===== src/rtl/pipe_scoreboard.sv =====
// pipe_scoreboard: tracks in-flight register writes, decides load-use stall and registers EX forward selects
module pipe_scoreboard #(
    parameter  int REG_W     = 5,
    parameter  int DEPTH     = 4,
    parameter  int NSRC      = 2,
    parameter  int ALU_READY = 1,
    parameter  int LD_READY  = 2,
    localparam int FW_W      = $clog2(DEPTH)
) (
    input  logic                    CLK,
    input  logic                    RST,
    input  logic                    advance,
    input  logic                    flush,
    input  logic                    issue_valid,
    input  logic                    issue_wen,
    input  logic                    issue_load,
    input  logic [REG_W-1:0]        issue_dest,
    input  logic [NSRC-1:0]         src_used,
    input  logic [NSRC*REG_W-1:0]   src_sel,
    output logic                    stall,
    output logic [NSRC*FW_W-1:0]    fwd_sel_ex,
    output logic [DEPTH-1:0]        busy,
    output logic [15:0]             stall_cnt
);
    // The WB stage only needs its valid bit: its write is never matched
    logic [DEPTH-1:0]              valid_q, valid_d;
    logic [DEPTH-2:0]              wr_q, wr_d, load_q, load_d;
    logic [DEPTH-2:0][REG_W-1:0]   dest_q, dest_d;
    logic [NSRC*FW_W-1:0]          fwd_q, fwd_d, code;
    logic [NSRC-1:0]               haz;
    logic [15:0]                   cnt_q, cnt_d;
    logic                          issue;

    assign stall      = issue_valid & |haz;
    assign issue      = issue_valid & ~stall;
    assign busy       = valid_q;
    assign fwd_sel_ex = fwd_q;
    assign stall_cnt  = cnt_q;

    // Per source: scan oldest to youngest so the youngest matching producer wins
    always_comb begin
        code = '0;
        haz  = '0;
        for (int i = 0; i < NSRC; i++) begin
            for (int s = DEPTH - 2; s >= 0; s--) begin
                if (src_used[i] && wr_q[s] && dest_q[s] == src_sel[i*REG_W +: REG_W]) begin
                    haz[i] = (s + 1) < (load_q[s] ? LD_READY : ALU_READY);
                    code[i*FW_W +: FW_W] = haz[i] ? '0 : FW_W'(s + 1);
                end
            end
        end
    end

    // Next state: advance shifts the pipe, flush then bubbles the killed slots
    always_comb begin
        valid_d = valid_q;
        wr_d    = wr_q;
        load_d  = load_q;
        dest_d  = dest_q;
        fwd_d   = fwd_q;
        cnt_d   = (advance && stall && cnt_q != 16'hFFFF) ? cnt_q + 16'd1 : cnt_q;
        if (advance) begin
            valid_d = {valid_q[DEPTH-2:0], issue};
            wr_d    = {wr_q[DEPTH-3:0], issue & issue_wen & |issue_dest};
            load_d  = {load_q[DEPTH-3:0], issue & issue_load};
            dest_d  = {dest_q[DEPTH-3:0], issue_dest};
            fwd_d   = issue ? code : '0;
        end
        if (flush) begin
            valid_d[0] = 1'b0;
            wr_d[0]    = 1'b0;
            fwd_d      = '0;
            if (advance) begin
                valid_d[1] = 1'b0;
                wr_d[1]    = 1'b0;
            end
        end
    end

    // State registers, cleared asynchronously
    always_ff @(posedge CLK or posedge RST) begin
        if (RST) begin
            valid_q <= '0;
            wr_q    <= '0;
            load_q  <= '0;
            dest_q  <= '0;
            fwd_q   <= '0;
            cnt_q   <= '0;
        end else begin
            valid_q <= valid_d;
            wr_q    <= wr_d;
            load_q  <= load_d;
            dest_q  <= dest_d;
            fwd_q   <= fwd_d;
            cnt_q   <= cnt_d;
        end
    end
endmodule


===== config.mk =====
export PLATFORM = sky130hd
export DESIGN_NAME = pipe_scoreboard
export DESIGN_NICKNAME = d
export VERILOG_FILES = /design/src/rtl/pipe_scoreboard.sv
export SDC_FILE = /design/constraint.sdc
export NUM_CORES = 1
export LEC_CHECK = 0
export ABC_AREA = 1
export CAP_MARGIN = 20
export CORE_MARGIN = 2
export CORE_UTILIZATION = 48
export DETAILED_ROUTE_END_ITERATION = 6
export PLACE_DENSITY = 0.77
export SETUP_SLACK_MARGIN = 0.02
export SYNTH_ARGS = -nofsm -noshare
export SYNTH_HDL_FRONTEND = slang
export SYNTH_SLANG_ARGS = --single-unit

===== constraint.sdc =====
create_clock -name CLK -period 1.61 [get_ports CLK]
set_clock_uncertainty 0.15 [all_clocks]
set_input_delay 0.322 -clock CLK [delete_from_list [all_inputs] [get_ports CLK]]
set_output_delay 0.322 -clock CLK [all_outputs]
set_load 0.02 [all_outputs]

### Yosys cells after proc, flatten, opt, wreduce, memory -nomap -nowiden

Cells that the tools add are included.
W data, S select, Z words.

| storage, ports and cells | value |
|---|---|
| register bits after elaboration | 45 |
| bits of input ports | 24 |
| output and inout port bits | 25 |
| logic and storage cells | 73 |

| operators by class | value |
|---|---|
| $add $sub $neg | 1 |
| order comparisons | 3 |
| equal/unequal tests | 7 |
| mux-type cells | 27 |
| bitwise logic cells | 6 |
| reduce and logical (&&, ||, !) cells | 17 |

Operators with widths:

| operator | count |
|---|---|
| $eq A5 B5 Y1 | 6 |
| $mux W2 | 15 |
| $add A16 B1 Y16 const B | 1 |
| $ne A16 B16 Y1 const B | 1 |
| $logic_and A1 B1 Y1 | 14 |
| $mux W4 | 3 |
| $mux W1 | 9 |
| $and A1 B1 Y1 | 5 |
| $reduce_or A5 Y1 | 1 |
| $lt A2 B2 Y1 const A | 2 |
| $lt A1 B2 Y1 const A | 1 |
| $reduce_bool A2 Y1 | 1 |
| $reduce_or A2 Y1 | 1 |
| $not A1 Y1 | 1 |

### Depth between registers and ports, before layout

Gate-level depths: netlist of the first run.

| logic depth | value |
|---|---|
| depth after elaboration | 14 |
| gate-level depth with buffers | 11 |
| depth with buffers taken out | 11 |

### Least setup slack after synthesis of the first run

Ideal clock, no wire load.

| timing path | value |
|---|---|
| path type | reg-to-reg |
| start | reg cnt_q[1] (netlist: stall_cnt[1]) |
| end | reg cnt_q[5] (netlist: stall_cnt[5]) |
| setup time | 0.119 ns |
| arrival | 1.503 ns |
| required time | 1.341 ns |
| path slack | -0.162 ns |
| stages on the path, launching flop included | 10 |
| buffers on the path | 1 |
| period minus slack after synthesis | 1.772 ns |
| cell sequence | dfrtp_1 ha_1 nand3_1 nor2_1 nand3_1 nand2_1 nor2_8 buf_6 nand2_1 o21ai_2 |

| between the ends | value |
|---|---|
| word-level cells in the longest chain between the ends | 2 |
| elaborated cells on any way between the ends | 3 |
| those cells by class | add/sub: 1; eq/ne: 1; reduce/logical: 1 |

Ends and longest elaborated chain:

| element | RTL line | RTL |
|---|---|---|
| start, declared | 31 | `logic [15:0] cnt_q, cnt_d;` |
| start signal, assigned | 95 | `cnt_q <= cnt_d;` |
| branches (longest 2 deep; another with $add A16 B1 Y16) | - |  |

Several ways; the timed one is not identified.
A chain may end at the register's enable or synchronous reset.

### Worst setup path after layout of the first run

| timing path | value |
|---|---|
| start | reg dest_q[1] in the netlist's numbering |
| end | out stall |

| between the ends | value |
|---|---|
| word-level cells in the longest chain between the ends | 5 |
| elaborated cells on any way between the ends | 8 |
| those cells by class | eq/ne: 2; mux: 2; bitwise: 1; reduce/logical: 3 |

Ends and longest elaborated chain:

| element | RTL line | RTL |
|---|---|---|
| start, declared | 28 | `logic [DEPTH-2:0][REG_W-1:0] dest_q, dest_d;` |
| start signal, assigned | 93 | `dest_q <= dest_d;` |
| $eq A5 B5 Y1 | 46 | `if (src_used[i] && wr_q[s] && dest_q[s] == src_sel[i*REG_W +: REG_W]) begin` |
| $logic_and A1 B1 Y1 | 46 |  |
| $mux W1 | 46 |  |
| $reduce_or A2 Y1 (*) | 34 | `assign stall = issue_valid & \|haz;` |
| $and A1 B1 Y1 (*) | 34 |  |
| end, declared | 20 | `output logic stall,` |

Every way passes the cells marked *; elsewhere a longest branch is shown, timed or not.

==> flow_summary.yaml, run 1 <==
route:
  ant_nets: 0
  first_pass_iters: 5
  wl_per_cell_um: 12.94
  vias: 2833
  drcViolationCount: 0
  drt_iter0_drc: 187
  vias_per_cell: 4.953
  routed_wl_um: 7401
synth:
  synth_sequential_area_ratio: 0.4030
  yosysWarnings: 0
  synth.largest_area_cell: "dfrtp_1"
  synthFlopType: "dfrtp_1"
  synth_top_area_share: 0.4030
  synthCells: 395
  yosys.area_share.simple: 0.3552
  synth_area_per_cell_sq_um: 6.760
  synth_fa_ha_area_frac: 0.004686
  synth-seq-cells: 43
  ys_top_cells_by_area: "dfrtp_1 40%, nand2_1 20%, inv_1 7.0%"
  synth_top_family_by_area: "simple AND/OR/NAND/NOR gates"
  muxShareOfSynthArea: 0
  synth_compound_area_frac: 0.09560
  postSynth.asyncResetShare: 1.000
  synth_edf_count: 0
  syn_nets: 420
  synth_area_sq_mm: 0.002670
  synthMostInstantiatedCell: "nand2_1"
  ys_top_cells_by_count: "145 x nand2_1, 50 x inv_1, 43 x dfrtp_1, 40 x nor2_1, 36 x o21ai_0"
  yosysUniqueCellTypes: 23
  synth_xor_area_frac: 0.04592
placed_design:
  dp_cells: 552
  gp_congestion: 0.9065
  post_dp_cell_area_sq_mm: 0.003581
  hpwl_um: 5313
  port_buffers: 48
timing:
  worstMarginPinSlew_ns: 0.3409
  finalCriticalPeriod_ns: 2.055
  rsz0062_at_grt: "true"
  setup_viol: 18
  hold_viol: 0
  min_period_over_period: 1.276
  timing.hold.ws_ns: 0.1852
  drv_slew: 0
  worst_slack_ns: -0.4445
  timing.setup.tns_ns: -5.588
  max_freq_mhz: 486.7
  max-slew-margin-rel: 0.7719
setup_path:
  path_cells: "inv_2 > nand2_2 > nand2_2 > nor2_4 > nand3_2 > nand2_2 > nand2_4 > nor2_4 > buf_6"
  max_stage_delay_ns: 0.44
  critPathBufInv: 2
  cp.arrival_ns: 1.58
  crit_family: "simple AND/OR/NAND/NOR gates"
  critPathKind: "reg -> out"
  rr_worst_depth: 13
  worstPathRequired_ns: 1.14
  cp-start-kind: "flip-flop"
  r2r_slack_ns: -0.34
  critPathSlowestCell: "dfrtp_1"
  end_kind: "output port"
  regToRegEndpoint: "stall_cnt[12]"
  crit_path_max_fanout: 4
  cpMostUsedCell: "nand2_2"
  r2r_start: "dest_q[1]"
min_path:
  hold_class: "in -> async"
final_layout:
  drive_gt1_frac: 0.2380
  final_nets: 524
  diodes: 0
  syn_to_final_growth_pct: 44.80
  layout.cells.non_filler: 572
  design_area_sq_mm: 0.003866
pwr:
  power.density_mw_per_mm2: 635.4
  switchingPower_uw: 776.0
  internal-power_uw: 1681
  p_sw_frac: 0.3159
  p_leak_uw: 0.002088
  vdd_drop_max_mv: 0.5362
  combinationalPowerShare: 0.224
  pwr-share-clk: 0.287
  seq_power_share: 0.489
die:
  row_count: 27
  die_h_um: 78.59
  die-area_sq_mm: 0.006176
  core-area_sq_mm: 0.005439
  start_util: 0.4909
  fp.dieW_um: 78.59
  num_io_pins: 49
clock_network:
  cts_buffers: 5
  clk_pin_slew_worst_paths_ns: 0.09
  ctsHoldBuffers: 0
  htree_num_levels: 2
  ctsRootBufferMaster: "clkbuf_8"
  clock-sinks: 43
  cts_buffer_depth: 2
  cts_tree: "built"
  clk-insertion-delay-late_ns: 0.31
global_route:
  grt-ovfl-total: 0
  track_usage: 0.2503
  antenna_found_initial: 0
  grt_pass1_wl_um: 12130
  grt_start_max_net_pins: 44
  grt_pass1_vias: 2674
job:
  max_cap_viol_count: 0
status:
  violations: "setup timing"
  status: "finished, violations left"
[layout by cell type (no fill, tap or decap), types with 2 or more instances in the layout]
cell type,n
nand2_1,134
inv_1,47
buf_4,46
dfrtp_1,39
nor2_1,35
o21ai_0,32
dlygate4sd2_1,31
nand3_1,18
nand2_2,15
xor2_1,14
clkdlybuf4s50_1,11
inv_2,8
nand3_2,6
buf_6,6
nor3_1,5
nor2_2,5
o21ai_1,5
clkbuf_8,5
o21ai_2,4
dfrtp_2,4
buf_12,4
nor2_4,3
nand2_4,3
a21oi_1,3
clkdlybuf4s15_1,2
[repair_timing]
action	in CTS	in global routing
pin swaps	15	10
gates cloned	1	0
resized for setup	60	28
endpoints found under the setup margin	48	27
buffers inserted	8	4
[power groups by stage]
stage | Clock, uW | Combinational (uW) | Sequential [uW]
detailed placement | 0 | 519 | 1220
global placement | 0 | 507 | 1220
CTS | 709 | 515 | 1200
finish | 704 | 551 | 1200
floorplan | 0 | 258 | 1230
global route | 768 | 619 | 1210
[stage by stage]
| stage | util | setup slack [ns] | total power [uW] |
|---|---|---|---|
| floorplan | - | 0.03869 | 1484 |
| global placement | 0.6584 | -0.9707 | 1726 |
| detailed placement | 0.6584 | -0.9977 | 1740 |
| global route | 0.7108 | -0.5236 | 2596 |
| CTS | 0.6938 | -0.3986 | 2423 |
| finish | 0.7108 | -0.4445 | 2457 |
[worst max path at each step]
stage,startpoint,endpoint,slack [ns],cells after the start
after floorplan,RST,stall_cnt[0],0.04,1
after global placement,src_sel[5],stall,-0.97,10
after detailed placement,src_sel[5],stall,-1.0,10
after CTS,dest_q[1],stall,-0.40,9
after global routing,wr_q[0],stall,-0.52,9
final,dest_q[1],stall,-0.44,9
[per-layer routing]
| layer | up-vias | global-route usage | wire [um] |
|---|---|---|---|
| li1 | 1430 | - | - |
| met1 | 1273 | 0.3343 | 3203 |
| met2 | 116 | 0.4154 | 3581 |
| met3 | 14 | 0.04943 | 507 |
| met4 | 0 | 0.06667 | 109 |
| met5 | - | 0 | 0 |
[tightest hold or removal path: stages]
cell	delay (ns)
clkdlybuf4s50_1	0.40
clkinv_1	0.07
buf_12	0.24
[area by class of cell]
cell class                      instances  area [sq um]
Clock buffer                            6         72.57
Tap cell                               72         90.09
Inverter                               56         210.2
Fill cell                             429          1573
Multi-Input combinational cell        289          1449
Sequential cell                        43          1081
Clock inverter                          2         12.51
Timing Repair Buffer                  104         950.9
[cell families (layout without fill, tap and decap cells)]
group / count (synthesis) / in the layout
buf+inv: 63 / 168
fa+ha+maj: 1 / 1
simple gates: 227 / 227
flops: 43 / 43
xor+xnor: 14 / 14
compound gates: 47 / 47
[state kept, by name, summed over array words and instances, names as in the netlist, named ones only]
name        flops
stall_cnt      16
fwd_sel_ex      4
wr_q            2
load_q          1
busy            3
dest_q         15
Power figures use the tool's default switching activity.
==> inputs of run 2 (changes only) <==
- CORE_UTILIZATION: 48 -> 40
- PLACE_DENSITY: 0.77 -> 0.66
- clock period: 1.61 -> 1.7 ns (I/O delays scaled with it)
==> flow_summary.yaml, run 2 (synthesis results as in run 1) <==
global_route:
  antenna_found_initial: 0
  track_usage: 0.2117
  grt_pass1_vias: 2599
  grt_start_max_net_pins: 30
  grt-ovfl-total: 0
  grt_pass1_wl_um: 12410
clock_network:
  cts_tree: "built"
  cts_buffer_depth: 2
  cts_buffers: 5
  htree_num_levels: 2
  clk-insertion-delay-late_ns: 0.30
  clk_pin_slew_worst_paths_ns: 0.09
  clock-sinks: 43
  ctsRootBufferMaster: "clkbuf_8"
timing:
  max-slew-margin-rel: 0.7235
  worstMarginPinSlew_ns: 0.4133
  timing.setup.tns_ns: -2.998
  worst_slack_ns: -0.3266
  finalCriticalPeriod_ns: 2.027
  max_freq_mhz: 493.4
  drv_slew: 0
  hold_viol: 0
  min_period_over_period: 1.192
  timing.hold.ws_ns: 0.1305
  setup_viol: 21
  rsz0062_at_grt: "true"
die:
  row_count: 29
  die-area_sq_mm: 0.007344
  num_io_pins: 49
  start_util: 0.4181
  fp.dieW_um: 85.70
  core-area_sq_mm: 0.006386
  die_h_um: 85.70
route:
  vias_per_cell: 4.776
  ant_nets: 0
  routed_wl_um: 7444
  first_pass_iters: 4
  drcViolationCount: 0
  wl_per_cell_um: 12.95
  drt_iter0_drc: 161
  vias: 2746
setup_path:
  critPathSlowestCell: "dfrtp_1"
  cp-start-kind: "flip-flop"
  cpMostUsedCell: "nand2_2"
  max_stage_delay_ns: 0.44
  r2r_start: "dest_q[1]"
  path_cells: "inv_2 > nand2_2 > nand2_2 > nor2_2 > nand3_2 > nand2_2 > nand2_4 > nor2_4 > buf_6"
  critPathKind: "reg -> out"
  worstPathRequired_ns: 1.21
  cp.arrival_ns: 1.54
  end_kind: "output port"
  startpoint: "dest_q[1]"
  crit_path_max_fanout: 4
  r2r_slack_ns: -0.27
final_layout:
  final_nets: 522
  drive_gt1_frac: 0.2450
  final_cell_mix: "125 x nand2_1, 46 x inv_1, 40 x dfrtp_1"
  nFillCells: 606
  largest_reg_flops: 16
  layout_commonest_cell: "nand2_1"
  diodes: 0
  syn_to_final_growth_pct: 46.30
pwr:
  p_leak_uw: 0.002096
  power.density_mw_per_mm2: 592.0
  vdd_drop_max_mv: 0.3251
  total_power_uw: 2312
status:
  violations: "setup timing"
  status: "finished, violations left"
job:
  max_cap_viol_count: 0
placed_design:
  gp_congestion: 0.9147
  port_buffers: 48
  pre_cts_ws_ns: -0.9312
  hpwl_um: 5609
min_path:
  hold_class: "in -> async"
## run 2: cell count changes in the layout (fill, tap and decap cells not counted), sizes merged
cell	before	now
dlygate4sd2	31	34
buf	57	55
clkbuf	7	6
clkdlybuf4s15	3	2
dlymetal6s2s	1	0
## run 2: repair_timing
item / CTS / global route
gates resized for setup: 68 / 39
pin swaps: 15 / 13
hold buffers: 0 / 0
gates cloned: 1 / 0
setup buffers: 13 / 3
setup endpoints to repair: 48 / 25
## run 2: worst paths after layout
path,to,depth (start not counted)
max,stall,9
min,stall_cnt[7],2
max reg2reg,fwd_sel_ex[1],13
min reg2reg,fwd_sel_ex[3],2
max in group asynchronous,dest_q[4],4
min in group CLK,fwd_sel_ex[3],2
## run 2: where the power goes
group	internal [uW]	switching, uW
Clock	288	371
Sequential	1080	56.5
Combinational	225	291
Total	1590	718
## run 2: metrics by stage
step / utilization / cell area [sq um] / instances
5_1_grt: 0.6117 / 3906 / 575
3_5_place_dp: 0.5656 / 3612 / 557
2_1_floorplan: - / 2675 / 395
4_1_cts: 0.6003 / 3834 / 575
3_3_place_gp: 0.5656 / 3612 / 557
6_report: 0.6117 / 3906 / 575
## run 2: worst max-delay path: cells and delay by family, from the launching register on
| kind | cells | cell delay, ns |
|---|---|---|
| flops | 1 | 0.44 |
| buf+inv | 2 | 0.20 |
| simple gates | 7 | 0.60 |
## run 2: cell type report
cell class | instances | area, sq um | share of cell area
repair buffers | 102 | 969.7 | 0.2482
multi-input cells | 289 | 1458 | 0.3732
inverters | 56 | 217.7 | 0.05573
well taps | 77 | 96.34 | 0.02466
clock inverters | 2 | 12.51 | 0.003203
flip-flops and latches | 43 | 1080 | 0.2764
clock buffers | 6 | 72.57 | 0.01858
## run 2: routing by layer
layer | routed length [um] | vias to the layer above | GRT usage
met5 | 0 | - | 0
met4 | 56 | 0 | 0.04618
met3 | 336 | 5 | 0.03850
met2 | 3391 | 66 | 0.3267
met1 | 3660 | 1256 | 0.3110
li1 | - | 1419 | -
==> inputs of run 3 (changes only) <==
- CTS_BUF_LIST: unset -> sky130_fd_sc_hd__clkbuf_16
- RECOVER_POWER: unset -> 100
==> flow_summary.yaml, run 3 (synthesis results as in run 1) <==
route:
  drcViolationCount: 0
  routed_wl_um: 7455
  ant_nets: 0
  first_pass_iters: 5
  drt_iter0_drc: 125
  vias: 2727
  vias_per_cell: 4.767
  wl_per_cell_um: 13.03
timing:
  rsz0062_at_grt: "true"
  max-slew-margin-rel: 0.6278
  setup_viol: 38
  min_period_over_period: 1.195
  timing.hold.ws_ns: 0.2622
  worst_slack_ns: -0.3321
  worstMarginPinSlew_ns: 0.5584
  drv_slew: 0
  max_freq_mhz: 492.1
  finalCriticalPeriod_ns: 2.032
  hold_viol: 0
placed_design:
  gp_congestion: 0.9147
  hpwl_um: 5609
  post_dp_cell_area_sq_mm: 0.003612
  port_buffers: 48
  pre_cts_ws_ns: -0.9312
job:
  max_cap_viol_count: 0
clock_network:
  cts_buffers: 5
  clk_pin_slew_worst_paths_ns: 0.07
  ctsHoldBuffers: 0
  cts_tree: "built"
  cts_buffer_depth: 2
  clock-sinks: 43
  clk-insertion-delay-late_ns: 0.29
  ctsRootBufferMaster: "clkbuf_16"
  htree_num_levels: 2
pwr:
  power.density_mw_per_mm2: 667.4
  pwr-share-clk: 0.365
  p_leak_uw: 0.002089
  internal-power_uw: 1832
  combinationalPowerShare: 0.194
  switchingPower_uw: 754.5
  seq_power_share: 0.441
  total_power_uw: 2587
  vdd_drop_max_mv: 0.5593
  p_sw_frac: 0.2917
setup_path:
  r2r_slack_ns: -0.21
  critPathKind: "reg -> out"
  cp.arrival_ns: 1.54
  regToRegEndpoint: "stall_cnt[9]"
  r2r_start: "dest_q[1]"
  crit_path_max_fanout: 4
  rr_worst_depth: 13
  cp-start-kind: "flip-flop"
  startpoint: "dest_q[1]"
  end_kind: "output port"
  worstPathRequired_ns: 1.21
  endpoint: "stall"
final_layout:
  layout_commonest_cell: "nand2_1"
  final_nets: 519
  design_area_sq_mm: 0.003876
  diodes: 0
  final_cell_mix: "126 x nand2_1, 47 x inv_1, 40 x dfrtp_1"
  drive_gt1_frac: 0.2343
  largest_reg_flops: 16
  syn_to_final_growth_pct: 45.17
die:
  start_util: 0.4181
  fp.dieW_um: 85.70
  die_h_um: 85.70
  die-area_sq_mm: 0.007344
  core-area_sq_mm: 0.006386
  num_io_pins: 49
  row_count: 29
status:
  violations: "setup timing"
  status: "finished, violations left"
global_route:
  grt_pass1_vias: 2609
  antenna_found_initial: 0
  grt_pass1_wl_um: 12360
  grt_start_max_net_pins: 30
  grt-ovfl-total: 0
  track_usage: 0.2126
min_path:
  hold_class: "in -> async"
run 3: what timing repair did:
item	4_1_cts	5_1_grt
setup buffers	6	3
pin swaps	13	10
resized for setup	61	39
gates cloned	1	0
setup endpoints to repair	48	24
run 3: worst min path at each step:
stage	start	slack, ns	to
finish	RST	0.26	stall_cnt[7]
global placement	fwd_sel_ex[2]	0.33	fwd_sel_ex[2]
CTS	RST	0.16	stall_cnt[7]
detailed placement	fwd_sel_ex[3]	0.32	fwd_sel_ex[3]
global route	RST	0.28	stall_cnt[7]
floorplan	issue_dest[0]	0.31	dest_q[0]
run 3: critical path: stages, from the launching register on:
cell	delay, ns
dfrtp_1	0.43
inv_2	0.08
nand2_2	0.08
nand2_2	0.05
nor2_2	0.12
nand3_2	0.11
nand2_2	0.11
nand2_4	0.07
nor2_4	0.09
buf_6	0.12
run 3: cell type report:
| cell class | instances | area, sq um |
|---|---|---|
| clock buffers | 5 | 125.1 |
| flip-flops and latches | 43 | 1080 |
| multi-input cells | 289 | 1466 |
| clock inverters | 3 | 16.27 |
| repair buffers | 99 | 874.6 |
| inverters | 56 | 217.7 |
| well taps | 77 | 96.34 |
| fillers | 605 | 2510 |
run 3: metrics by stage:
step / instances / setup TNS, ns / utilization
3_3_place_gp: 557 / -11.60 / 0.5656
2_1_floorplan: 395 / 0 / -
6_report: 572 / -3.355 / 0.6070
3_5_place_dp: 557 / -12.06 / 0.5656
4_1_cts: 572 / -4.076 / 0.6023
5_1_grt: 572 / -7.450 / 0.6070
run 3: routing by layer:
metal / vias up / track usage / share of wire
li1: 1415 / - / -
met1: 1244 / 0.3106 / 0.48
met2: 60 / 0.3196 / 0.46
met3: 8 / 0.04139 / 0.044
met4: 0 / 0.06349 / 0.013
met5: - / 0 / 0
run 3: power groups by stage:
stage / registers [uW] / logic [uW] / clock network (uW)
floorplan: 1160 / 244 / 0
global placement: 1160 / 504 / 0
detailed placement: 1160 / 509 / 0
CTS: 1140 / 499 / 963
global route: 1150 / 566 / 1010
finish: 1140 / 502 / 945
